## src/rtl/u3v_leader_trailer_if.sv

```systemverilog
// Leader/trailer word stream: 32-bit data plus framing flags, valid/ready handshake.
// The master holds every field stable while valid is high and ready is low.
interface u3v_leader_trailer_if;
  logic [31:0] ov_data;
  logic        o_data_valid;
  logic        i_data_ready;
  logic        o_leader;
  logic        o_trailer;
  logic        o_eop;

  modport master (
    output ov_data,
    output o_data_valid,
    output o_leader,
    output o_trailer,
    output o_eop,
    input  i_data_ready
  );

  modport slave (
    input  ov_data,
    input  o_data_valid,
    input  o_leader,
    input  o_trailer,
    input  o_eop,
    output i_data_ready
  );
endinterface

```

## src/rtl/u3v_leader_trailer.sv

```systemverilog
// USB3 Vision leader (13 words) / trailer (8 words) generator. First leader word is valid 5 clk after
// i_fval rises; all outputs are registered, words stream at 1/clk and hold while valid & !ready.
module u3v_leader_trailer #(
  parameter int          LONG_REG_WD  = 64,
  parameter int          LEADER_SIZE  = 52,
  parameter int          TRAILER_SIZE = 32,
  parameter logic [15:0] PAYLOAD_TYPE = 16'h0001
) (
  input  logic                   clk,
  input  logic                   reset_n,
  input  logic                   i_fval,
  input  logic [LONG_REG_WD-1:0] iv_timestamp_u3,
  input  logic [31:0]            iv_pixel_format,
  input  logic [31:0]            iv_size_x,
  input  logic [31:0]            iv_size_y,
  input  logic [31:0]            iv_offset_x,
  input  logic [31:0]            iv_offset_y,
  input  logic [31:0]            iv_valid_payload_size,
  output logic                   o_frame_drop,
  u3v_leader_trailer_if.master   st
);

  localparam logic [31:0] LEADER_MAGIC  = 32'h4C56_3355;
  localparam logic [31:0] TRAILER_MAGIC = 32'h5456_3355;
  localparam logic [15:0] LDR_SZ        = 16'(LEADER_SIZE);
  localparam logic [15:0] TRL_SZ        = 16'(TRAILER_SIZE);
  localparam logic [15:0] STATUS_DROP   = 16'hA100;
  localparam logic [3:0]  LDR_LAST      = 4'd12;
  localparam logic [3:0]  TRL_LAST      = 4'd7;

  typedef enum logic [2:0] {
    S_IDLE,
    S_TS_WAIT,
    S_LEADER,
    S_WAIT_FALL,
    S_TRAILER
  } state_e;

  state_e                 state_q, state_d;
  logic [3:0]             idx_q, idx_d;
  logic                   tsw_q, tsw_d;
  logic [2:0]             fval_shift_q;
  logic [LONG_REG_WD-1:0] bid_q;
  logic [LONG_REG_WD-1:0] ts_q;
  logic [31:0]            pix_q, sx_q, sy_q, ox_q, oy_q, pay_q;
  logic                   fall_seen_q;
  logic                   skip_q;
  logic                   drop_flag_q;
  logic                   drop_q;

  logic [31:0]            dat_q, dat_d;
  logic                   vld_q, vld_d;
  logic                   ldr_q, ldr_d;
  logic                   trl_q, trl_d;
  logic                   eop_q, eop_d;

  logic                   rise, fall, fall_ok, drop_det;
  logic                   accept, out_load;
  logic                   capture, frame_done;
  logic [63:0]            bid64, ts64;
  logic [15:0]            status;

  assign rise     = (fval_shift_q[2:1] == 2'b01);
  assign fall     = (fval_shift_q[2:1] == 2'b10);
  // A fall belonging to a skipped frame must not end the frame being emitted.
  assign fall_ok  = fall && !skip_q && (state_q != S_IDLE);
  assign drop_det = rise && (state_q != S_IDLE);

  assign accept   = vld_q && st.i_data_ready;
  assign out_load = !(vld_q && !st.i_data_ready);

  assign bid64    = 64'(bid_q);
  assign ts64     = 64'(ts_q);
  assign status   = (drop_flag_q || drop_det) ? STATUS_DROP : 16'h0000;

  always_comb begin
    state_d    = state_q;
    idx_d      = idx_q;
    tsw_d      = tsw_q;
    capture    = 1'b0;
    frame_done = 1'b0;
    case (state_q)
      S_IDLE: begin
        if (rise) begin
          state_d = S_TS_WAIT;
          tsw_d   = 1'b0;
        end
      end
      S_TS_WAIT: begin
        // Two cycles here give the timestamp block time to publish the frame-edge value.
        if (tsw_q) begin
          state_d = S_LEADER;
          idx_d   = 4'd0;
          capture = 1'b1;
        end else begin
          tsw_d = 1'b1;
        end
      end
      S_LEADER: begin
        if (accept) begin
          if (idx_q == LDR_LAST) begin
            idx_d   = 4'd0;
            state_d = (fall_seen_q || fall_ok) ? S_TRAILER : S_WAIT_FALL;
          end else begin
            idx_d = idx_q + 4'd1;
          end
        end
      end
      S_WAIT_FALL: begin
        if (fall_ok) begin
          state_d = S_TRAILER;
          idx_d   = 4'd0;
        end
      end
      S_TRAILER: begin
        if (accept) begin
          if (idx_q == TRL_LAST) begin
            state_d    = S_IDLE;
            idx_d      = 4'd0;
            frame_done = 1'b1;
          end else begin
            idx_d = idx_q + 4'd1;
          end
        end
      end
      default: begin
        state_d = S_IDLE;
        idx_d   = 4'd0;
      end
    endcase
  end

  // Output register contents are derived from the next state/index so they line up with the FSM.
  always_comb begin
    dat_d = 32'h0;
    vld_d = (state_d == S_LEADER) || (state_d == S_TRAILER);
    ldr_d = (state_d == S_LEADER);
    trl_d = (state_d == S_TRAILER);
    eop_d = ((state_d == S_LEADER) && (idx_d == LDR_LAST)) ||
            ((state_d == S_TRAILER) && (idx_d == TRL_LAST));
    if (state_d == S_LEADER) begin
      case (idx_d)
        4'd0:    dat_d = LEADER_MAGIC;
        4'd1:    dat_d = {LDR_SZ, 16'h0000};
        4'd2:    dat_d = bid64[31:0];
        4'd3:    dat_d = bid64[63:32];
        4'd4:    dat_d = {PAYLOAD_TYPE, 16'h0000};
        4'd5:    dat_d = ts64[31:0];
        4'd6:    dat_d = ts64[63:32];
        4'd7:    dat_d = pix_q;
        4'd8:    dat_d = sx_q;
        4'd9:    dat_d = sy_q;
        4'd10:   dat_d = ox_q;
        4'd11:   dat_d = oy_q;
        default: dat_d = 32'h0;
      endcase
    end else if (state_d == S_TRAILER) begin
      case (idx_d)
        4'd0:    dat_d = TRAILER_MAGIC;
        4'd1:    dat_d = {TRL_SZ, 16'h0000};
        4'd2:    dat_d = bid64[31:0];
        4'd3:    dat_d = bid64[63:32];
        4'd4:    dat_d = {16'h0000, status};
        4'd5:    dat_d = pay_q;
        4'd6:    dat_d = 32'h0;
        4'd7:    dat_d = sy_q;
        default: dat_d = 32'h0;
      endcase
    end
  end

  always_ff @(posedge clk or negedge reset_n) begin
    if (!reset_n) begin
      state_q      <= S_IDLE;
      idx_q        <= 4'd0;
      tsw_q        <= 1'b0;
      fval_shift_q <= 3'b000;
      bid_q        <= '0;
      ts_q         <= '0;
      pix_q        <= 32'h0;
      sx_q         <= 32'h0;
      sy_q         <= 32'h0;
      ox_q         <= 32'h0;
      oy_q         <= 32'h0;
      pay_q        <= 32'h0;
      fall_seen_q  <= 1'b0;
      skip_q       <= 1'b0;
      drop_flag_q  <= 1'b0;
      drop_q       <= 1'b0;
    end else begin
      state_q      <= state_d;
      idx_q        <= idx_d;
      tsw_q        <= tsw_d;
      fval_shift_q <= {fval_shift_q[1:0], i_fval};
      drop_q       <= drop_det;
      if (capture) begin
        ts_q  <= iv_timestamp_u3;
        pix_q <= iv_pixel_format;
        sx_q  <= iv_size_x;
        sy_q  <= iv_size_y;
        ox_q  <= iv_offset_x;
        oy_q  <= iv_offset_y;
      end
      if (fall_ok) begin
        pay_q <= iv_valid_payload_size;
      end
      if (state_d == S_IDLE) begin
        fall_seen_q <= 1'b0;
      end else if (fall_ok) begin
        fall_seen_q <= 1'b1;
      end
      // The dropped frame's fval is still high; its fall is the next fall seen.
      if (drop_det) begin
        skip_q <= 1'b1;
      end else if (fall) begin
        skip_q <= 1'b0;
      end
      if (frame_done) begin
        drop_flag_q <= 1'b0;
      end else if (drop_det) begin
        drop_flag_q <= 1'b1;
      end
      if (frame_done) begin
        bid_q <= bid_q + 1'b1;
      end
    end
  end

  always_ff @(posedge clk or negedge reset_n) begin
    if (!reset_n) begin
      dat_q <= 32'h0;
      vld_q <= 1'b0;
      ldr_q <= 1'b0;
      trl_q <= 1'b0;
      eop_q <= 1'b0;
    end else if (out_load) begin
      dat_q <= dat_d;
      vld_q <= vld_d;
      ldr_q <= ldr_d;
      trl_q <= trl_d;
      eop_q <= eop_d;
    end
  end

  assign st.ov_data      = dat_q;
  assign st.o_data_valid = vld_q;
  assign st.o_leader     = ldr_q;
  assign st.o_trailer    = trl_q;
  assign st.o_eop        = eop_q;
  assign o_frame_drop    = drop_q;

endmodule

```

## src/flat_wrapper.sv

```systemverilog
// flat-port wrapper written by rule: the top's interface ports become plain ports
module u3v_leader_trailer_flat 
#(
  parameter int          LONG_REG_WD  = 64,
  parameter int          LEADER_SIZE  = 52,
  parameter int          TRAILER_SIZE = 32,
  parameter logic [15:0] PAYLOAD_TYPE = 16'h0001
)
  (clk, reset_n, i_fval, iv_timestamp_u3, iv_pixel_format, iv_size_x, iv_size_y, iv_offset_x, iv_offset_y, iv_valid_payload_size, o_frame_drop, st_ov_data, st_o_data_valid, st_o_leader, st_o_trailer, st_o_eop, st_i_data_ready);
  u3v_leader_trailer_if st_i ();
  input  logic clk;
  input  logic reset_n;
  input  logic i_fval;
  input  logic [LONG_REG_WD-1:0] iv_timestamp_u3;
  input  logic [31:0] iv_pixel_format;
  input  logic [31:0] iv_size_x;
  input  logic [31:0] iv_size_y;
  input  logic [31:0] iv_offset_x;
  input  logic [31:0] iv_offset_y;
  input  logic [31:0] iv_valid_payload_size;
  output logic o_frame_drop;
  output wire logic [$bits(st_i.ov_data)-1:0] st_ov_data;
  output wire logic [$bits(st_i.o_data_valid)-1:0] st_o_data_valid;
  output wire logic [$bits(st_i.o_leader)-1:0] st_o_leader;
  output wire logic [$bits(st_i.o_trailer)-1:0] st_o_trailer;
  output wire logic [$bits(st_i.o_eop)-1:0] st_o_eop;
  input wire logic [$bits(st_i.i_data_ready)-1:0] st_i_data_ready;
  assign st_ov_data = st_i.ov_data;
  assign st_o_data_valid = st_i.o_data_valid;
  assign st_o_leader = st_i.o_leader;
  assign st_o_trailer = st_i.o_trailer;
  assign st_o_eop = st_i.o_eop;
  assign st_i.i_data_ready = st_i_data_ready;
  u3v_leader_trailer #(.LONG_REG_WD(LONG_REG_WD), .LEADER_SIZE(LEADER_SIZE), .TRAILER_SIZE(TRAILER_SIZE), .PAYLOAD_TYPE(PAYLOAD_TYPE)) u_core (.clk(clk), .reset_n(reset_n), .i_fval(i_fval), .iv_timestamp_u3(iv_timestamp_u3), .iv_pixel_format(iv_pixel_format), .iv_size_x(iv_size_x), .iv_size_y(iv_size_y), .iv_offset_x(iv_offset_x), .iv_offset_y(iv_offset_y), .iv_valid_payload_size(iv_valid_payload_size), .o_frame_drop(o_frame_drop), .st(st_i));
endmodule
```

## config.mk

```make
export PLATFORM = sky130hd
export DESIGN_NAME = u3v_leader_trailer_flat
export DESIGN_NICKNAME = d
export VERILOG_FILES = /design/src/rtl/u3v_leader_trailer_if.sv /design/src/rtl/u3v_leader_trailer.sv /design/src/flat_wrapper.sv
export SDC_FILE = /design/constraint.sdc
export NUM_CORES = 1
export LEC_CHECK = 0
export ABC_CLOCK_PERIOD_IN_PS = 3000
export CORE_MARGIN = 2
export CORE_UTILIZATION = 45
export CTS_BUF_LIST = sky130_fd_sc_hd__clkbuf_4 sky130_fd_sc_hd__clkbuf_8
export DETAILED_ROUTE_END_ITERATION = 10
export DONT_BUFFER_PORTS = 1
export HOLD_SLACK_MARGIN = 0.03
export PLACE_DENSITY = 0.57
export SKIP_LAST_GASP = 1
export SYNTH_ARGS = -nofsm -noshare
export SYNTH_HDL_FRONTEND = slang
export SYNTH_SLANG_ARGS = --single-unit
```

## constraint.sdc

```tcl
create_clock -name clk -period 3 [get_ports clk]
set_input_delay 0.6 -clock clk [delete_from_list [all_inputs] [get_ports clk]]
set_output_delay 0.6 -clock clk [all_outputs]
set_load 0.01 [all_outputs]
```

==> results of run 1 <==
==> layer usage <==
metal  wire, microns  up-vias  global-route usage (%)
met1           25180     6730                   39.19
met2           26490      576                   42.64
met3            5263      131                   9.037
met5              67        -                       0
met4            2135       12                   11.70
li1                -     5867                       -
==> worst max-delay path, delay by kind of cell, from the launching register on <==
family	cells	cell delay [ns]
flip-flops	1	0.40
AO/OA/AOI/OAI	7	1.37
buffers and inverters	5	0.73
AND/OR/NAND/NOR	1	0.40
==> final timing paths <==
| check | startpoint | to | slack [ns] |
|---|---|---|---|
| hold / removal | reset_n | u_core.fval_shift_q[0] | -0.32 |
| max in group asynchronous | reset_n | u_core.st.o_leader | 1.93 |
| setup reg to reg | u_core.skip_q | u_core.st.ov_data[3] | -0.04 |
| min in group clk | iv_valid_payload_size[26] | u_core.pay_q[26] | 0.11 |
| setup / recovery | u_core.skip_q | u_core.st.ov_data[3] | -0.04 |
| hold reg to reg | u_core.fval_shift_q[0] | u_core.fval_shift_q[1] | 0.41 |
==> cells in the mapped netlist, types with 11 or more instances <==
library cell / number
mux2i_1: 46
nand3_1: 51
clkbuf_1: 44
nand4_1: 13
o2bb2ai_1: 23
a2bb2oi_1: 12
dfrtp_1: 371
a22oi_1: 18
a21oi_1: 61
inv_1: 12
a21o_1: 17
o22ai_1: 11
o21ai_0: 44
xnor2_1: 50
a22o_1: 14
nand2_1: 110
mux2_2: 267
a31oi_1: 12
a221o_1: 21
nor2_1: 37
xor2_1: 13
a2111oi_0: 11
buf_2: 35
nor3_1: 12
and3_1: 25
==> kinds of logic after synthesis <==
logic type | count (synthesis) | share of synthesized area [%]
simple gates | 303 | 8.739
fa+ha+maj | 3 | 0.2114
buf+inv | 106 | 2.699
flops | 371 | 52.29
xor+xnor | 63 | 3.108
compound gates | 319 | 13.42
mux | 313 | 19.53
==> registers in the layout (all words and copies together), names as in the netlist, 3 cells and up <==
register / count
u_core.ts64: 64
u_core.fval_shift_q: 3
u_core.bid64: 64
u_core.state_q: 3
u_core.pix_q: 32
u_core.ox_q: 32
u_core.idx_q: 4
u_core.oy_q: 32
u_core.st.ov_data: 32
u_core.sx_q: 32
u_core.sy_q: 32
u_core.pay_q: 32
==> placed cells by master, fill, tap and decap left out, drive strengths merged, types with 14 or more instances in the layout <==
cell type,synthesis,routed
dfrtp,371,371
mux2,267,267
buf,46,193
nand2,113,113
clkbuf,44,108
a21oi,64,64
nand3,51,51
xnor2,50,50
o21ai,50,50
mux2i,46,46
nor2,42,42
and3,25,25
o2bb2ai,23,23
a221o,21,21
diode,0,20
a22oi,20,20
nor3,19,19
inv,16,18
a21o,17,17
a22o,14,14
==> report_power, final <==
group	switching, uW	internal, uW
sequential	1510	6990
combinational	5310	5300
clock	2190	2910
total	9000	15200
==> what timing repair did <==
| item | 4_1_cts | 5_1_grt |
|---|---|---|
| resized for setup | 25 | 39 |
| pin swaps | 6 | 17 |
| gates cloned | 0 | 1 |
| setup buffers | 13 | 20 |
| hold endpoints to repair | 372 | 371 |
| endpoints found under the setup margin | 32 | 31 |
==> through the flow <==
stage | hold slack (ns) | TNS [ns] | utilization (%)
6_report | -0.3193 | -0.05759 | 55.57
5_1_grt | -0.3656 | -0.8151 | 55.53
4_1_cts | -0.3587 | -0.03147 | 54.56
3_5_place_dp | 0.3142 | -7.213 | 50.13
3_3_place_gp | 0.3142 | -5.699 | 50.13
2_1_floorplan | 0.3044 | 0 | -
==> layout make-up <==
| class | instances | share of cell area (%) |
|---|---|---|
| flip-flops and latches | 371 | 43.04 |
| clock buffers | 107 | 6.216 |
| diodes | 20 | 0.2320 |
| multi-input cells | 1001 | 38.63 |
| repair buffers | 195 | 8.234 |
| inverters | 16 | 0.2899 |
| clock inverters | 7 | 0.3595 |
| well taps | 518 | 3.004 |
==> run metrics, run 1 <==
Power, Total 24,200 uW; # rows 72; Die Width 202.6 microns; hold_buf cts 1; share of cells above drive strength 1 38.36%; largest net degree at the start of global routing 372; endpoints failing hold 214; DP Area 19,460 sq um; antenna viol nets, final 0; Mean Syn Cell Area 12.01 sq um; Rel. slew slack -15.38%; cells after synthesis 1,478; drt wl/cell 26.46 microns; Synth Flop Type dfrtp_1; area of the multi-input gates 8334 sq um; Initial Util 45.73%; GRT Total Usage 28.76%; Final Slew Violations 135; slowest CP cell dfrtp_1; Num CTS Buffers 67; Pleak 0.009370 uW; Syn Std Cell Area 17,750 sq um; Crit path largest cell delay 0.40 ns; post-place setup slack -0.3986 ns; Vias/cell 5.958; via count 13,320; Max Cap Viol 0; DPL Wire Length 41,760 microns; Post-synth EDFFs 0; largest area contributor in the netlist dfrtp_1; CP Cell Sequence buf_4, or3b_4, a31oi_4, a21o_1, buf_6, a211oi_4, buf_4, buf_12, buf_4, a22o_1, a221oi_4, a31oi_1, a221o_1; synthesized flop and latch total 371; fin area 21,580 sq um; Remaining DRCs 0; share of the synthesized area in the top cell type 52.29%; Clock Sinks 371; Reg area 9286 sq um; Core ar. 38,830 sq um; P&R area growth vs syn 21.53%; Synth Warn # 0; I/O Buffers 0; Root Buffer clkbuf_8; FF-to-FF path depth 13; crit-path max FO 7; GPL Wtd Cong 0.9154; worst vdd ir 0.5634 mV; routed wire length 59,130 microns; non-filler cells, final 2,235; Final nets 1,915; WHS -0.3193 ns; # fillers 3,387; DRT Pass-1 Iters 5; ys async rst share 100.0%; Netlist cell types 82; io pins 297; total gr overflow 0; Worst-path clk slew 0.06 ns; Final Skew 0.02742 ns; Pwr Density 1122 nW/um^2; failing checks hold timing, slew limit, setup timing; # H-tree levels 3; worst slew pin tran 1.731 ns; syn_nets 1,741; die height 202.6 microns; CTS tree yes; antenna violations before repair 26; die area 41,060 sq um; RSZ-0062 raised after global routing yes; Area contributors post-synth dfrtp_1 52%, mux2_2 17%, mux2i_1 2.6%, xnor2_1 2.5%, nand2_1 2.3%; Clock Tree Buf Depth 3; CP Launch Type register; Final Critical Period 3.044 ns; Hold Crit Class in -> async; arrival time worst endpoint 3.55 ns; first-iteration detailed-routing DRC count 1,107; status finished with violations; vias in the first global route 13,690; first-pass GRT wire length 87,760 microns; Worst-Skew Late Latency 0.64 ns; Critical Path End Type register; worst setup margin -0.04352 ns; Seq/Total Area, Yosys 52.29%; Tcrit/Tclk final 101.5%; placed insts 2,070; Req. time, crit path 3.51 ns; Final setup viols 2; critical path's most frequent cell buf_4; Setup CP Type reg -> reg; f_max 328.6 MHz
Power figures use the tool's default switching activity.
==> inputs of run 2 (changes only) <==
--- a/config.mk
+++ b/config.mk
@@ -13,6 +13,7 @@
 export DONT_BUFFER_PORTS = 1
 export HOLD_SLACK_MARGIN = 0.03
 export PLACE_DENSITY = 0.57
+export SETUP_SLACK_MARGIN = 0.5
 export SKIP_LAST_GASP = 1
 export SYNTH_ARGS = -nofsm -noshare
 export SYNTH_HDL_FRONTEND = slang
==> run 2 against run 1 <==
Against the previous run: the flow finishes with violations (hold timing); highest routed layer unchanged; non-clock buffer count up 23; largest cell class unchanged; power up 6.2%; worst hold slack better by 0.0081 ns.
==> run metrics, run 2 (synthesis results as in run 1) <==
commonest non-fill, non-tap cell in the layout dfrtp_1; worst vdd ir 0.5433 mV; largest net degree at the start of global routing 372; Top Layer Used met5; failing checks hold timing; DPL Wire Length 41,060 microns; routed wire length 60,840 microns; Final Slew Violations 0; Num CTS Buffers 67; Max Cap Viol 0; Final nets 1,938; GRT Total Usage 28.90%; f_max 348.4 MHz; Worst-Skew Late Latency 0.63 ns; via count 13,440; DP Area 19,170 sq um; Critical Path End Type register; Vias/cell 5.961; antenna violations before repair 30; Worst-path clk slew 0.06 ns; Die Width 202.6 microns; hold_buf cts 1; Clock Sinks 371; Final Critical Period 2.871 ns; io pins 297; Initial Util 45.73%; DRT Pass-1 Iters 5; met3 wire len 5370 microns; die height 202.6 microns; most frequent cells in the layout 366 x dfrtp_1, 265 x mux2_2, 146 x buf_4; worst setup margin 0.1294 ns; GPL Wtd Cong 0.8953; Rel. slew slack 11.22%; Hold Crit Class in -> async; status finished with violations; P&R area growth vs syn 27.44%; Pwr Density 1136 nW/um^2; WHS -0.3112 ns; total gr overflow 0; Final setup viols 0; Final Skew 0.02359 ns; # H-tree levels 3; Tcrit/Tclk final 95.69%; fin area 22,630 sq um; Core ar. 38,830 sq um; drt wl/cell 26.98 microns; RSZ-0062 raised after global routing yes; arrival time worst endpoint 3.37 ns; Setup CP Type reg -> reg; I/O Buffers 0; worst slew pin tran 1.332 ns; endpoints failing hold 371; Clock Tree Buf Depth 3; Core Util, Final 58.28%; Remaining DRCs 0; first-iteration detailed-routing DRC count 1,048; post-place setup slack -0.01764 ns; share of cells above drive strength 1 43.98%; Req. time, crit path 3.50 ns; metal2 WL 28,250 microns; Metal-1 WL 24,880 microns; CTS tree yes; first-pass GRT wire length 88,060 microns; antenna viol nets, final 0; die area 41,060 sq um; Root Buffer clkbuf_8; crit-path max FO 4; Pleak 0.009718 uW; # rows 72; vias in the first global route 13,780; CP Launch Type register
run 2: cell count changes in the layout (fill, tap and decap cells not counted), sizes merged:
cell / delta
buf: +17
clkbuf: -1
bufbuf: +2
inv: +2
diode: -2
clkinvlp: -1
bufinv: -1
clkinv: +4
run 2: cell type report:
class | instances | area (sq um)
timing repair buffer | 218 | 2307
fill | 3234 | 16200
inverter | 16 | 75.07
sequential | 371 | 9290
multi-input combinational | 1001 | 8887
tap | 518 | 648.1
antenna | 18 | 45.04
clock buffer | 102 | 1285
clock inverter | 11 | 88.84
run 2: repair_timing:
item,4_1_cts,5_1_grt
pin swaps,29,56
gates resized for setup,86,152
setup buffers,31,60
endpoints found under the setup margin,42,43
hold endpoints to repair,372,371
gates cloned,5,4
run 2: report_power, final:
group          internal (uW)  switching (uW)  total [uW]
Clock                   2740            2190        4930
Sequential              6990            1610        8600
Combinational           6280            5890       12200
Total                  16000            9690       25700
run 2: final timing paths:
kind	slack, ns	to	cells after the start	start
min in group clk	0.11	u_core.ts64[43]	1	iv_timestamp_u3[43]
worst min register to register	0.38	u_core.fval_shift_q[1]	0	u_core.fval_shift_q[0]
worst max-delay path	0.13	u_core.st.ov_data[31]	12	u_core.idx_q[0]
worst max register to register	0.13	u_core.st.ov_data[31]	12	u_core.idx_q[0]
worst min-delay path	-0.31	u_core.fval_shift_q[0]	0	reset_n
max in group asynchronous	2.24	u_core.ts64[33]	0	reset_n
run 2: worst max-delay path, stage by stage (launching register included):
cell and delay, ns:
dfrtp_1 0.43, buf_6 0.15, a31o_1 0.22, a2111oi_4 0.38
or2_4 0.25, a22oi_2 0.15, buf_4 0.17, buf_4 0.15
and3_1 0.18, a221oi_2 0.19, buf_4 0.15, a31oi_1 0.07
a221o_1 0.26
run 2: per-layer routing:
layer	track usage (%)	up-vias
li1	-	5909
met1	37.34	6815
met2	44.52	547
met3	9.743	148
met4	12.17	24
met5	0	-
run 2: through the flow:
step / hold slack, ns / TNS, ns / total power [uW] / instances
floorplan: 0.3044 / 0 / 14080 / 1478
global placement: 0.3157 / -0.007484 / 17520 / 2023
detailed placement: 0.3149 / -0.04231 / 17690 / 2023
CTS: -0.3495 / 0 / 23960 / 2173
global route: -0.3504 / 0 / 26930 / 2250
finish: -0.3112 / 0 / 25700 / 2255
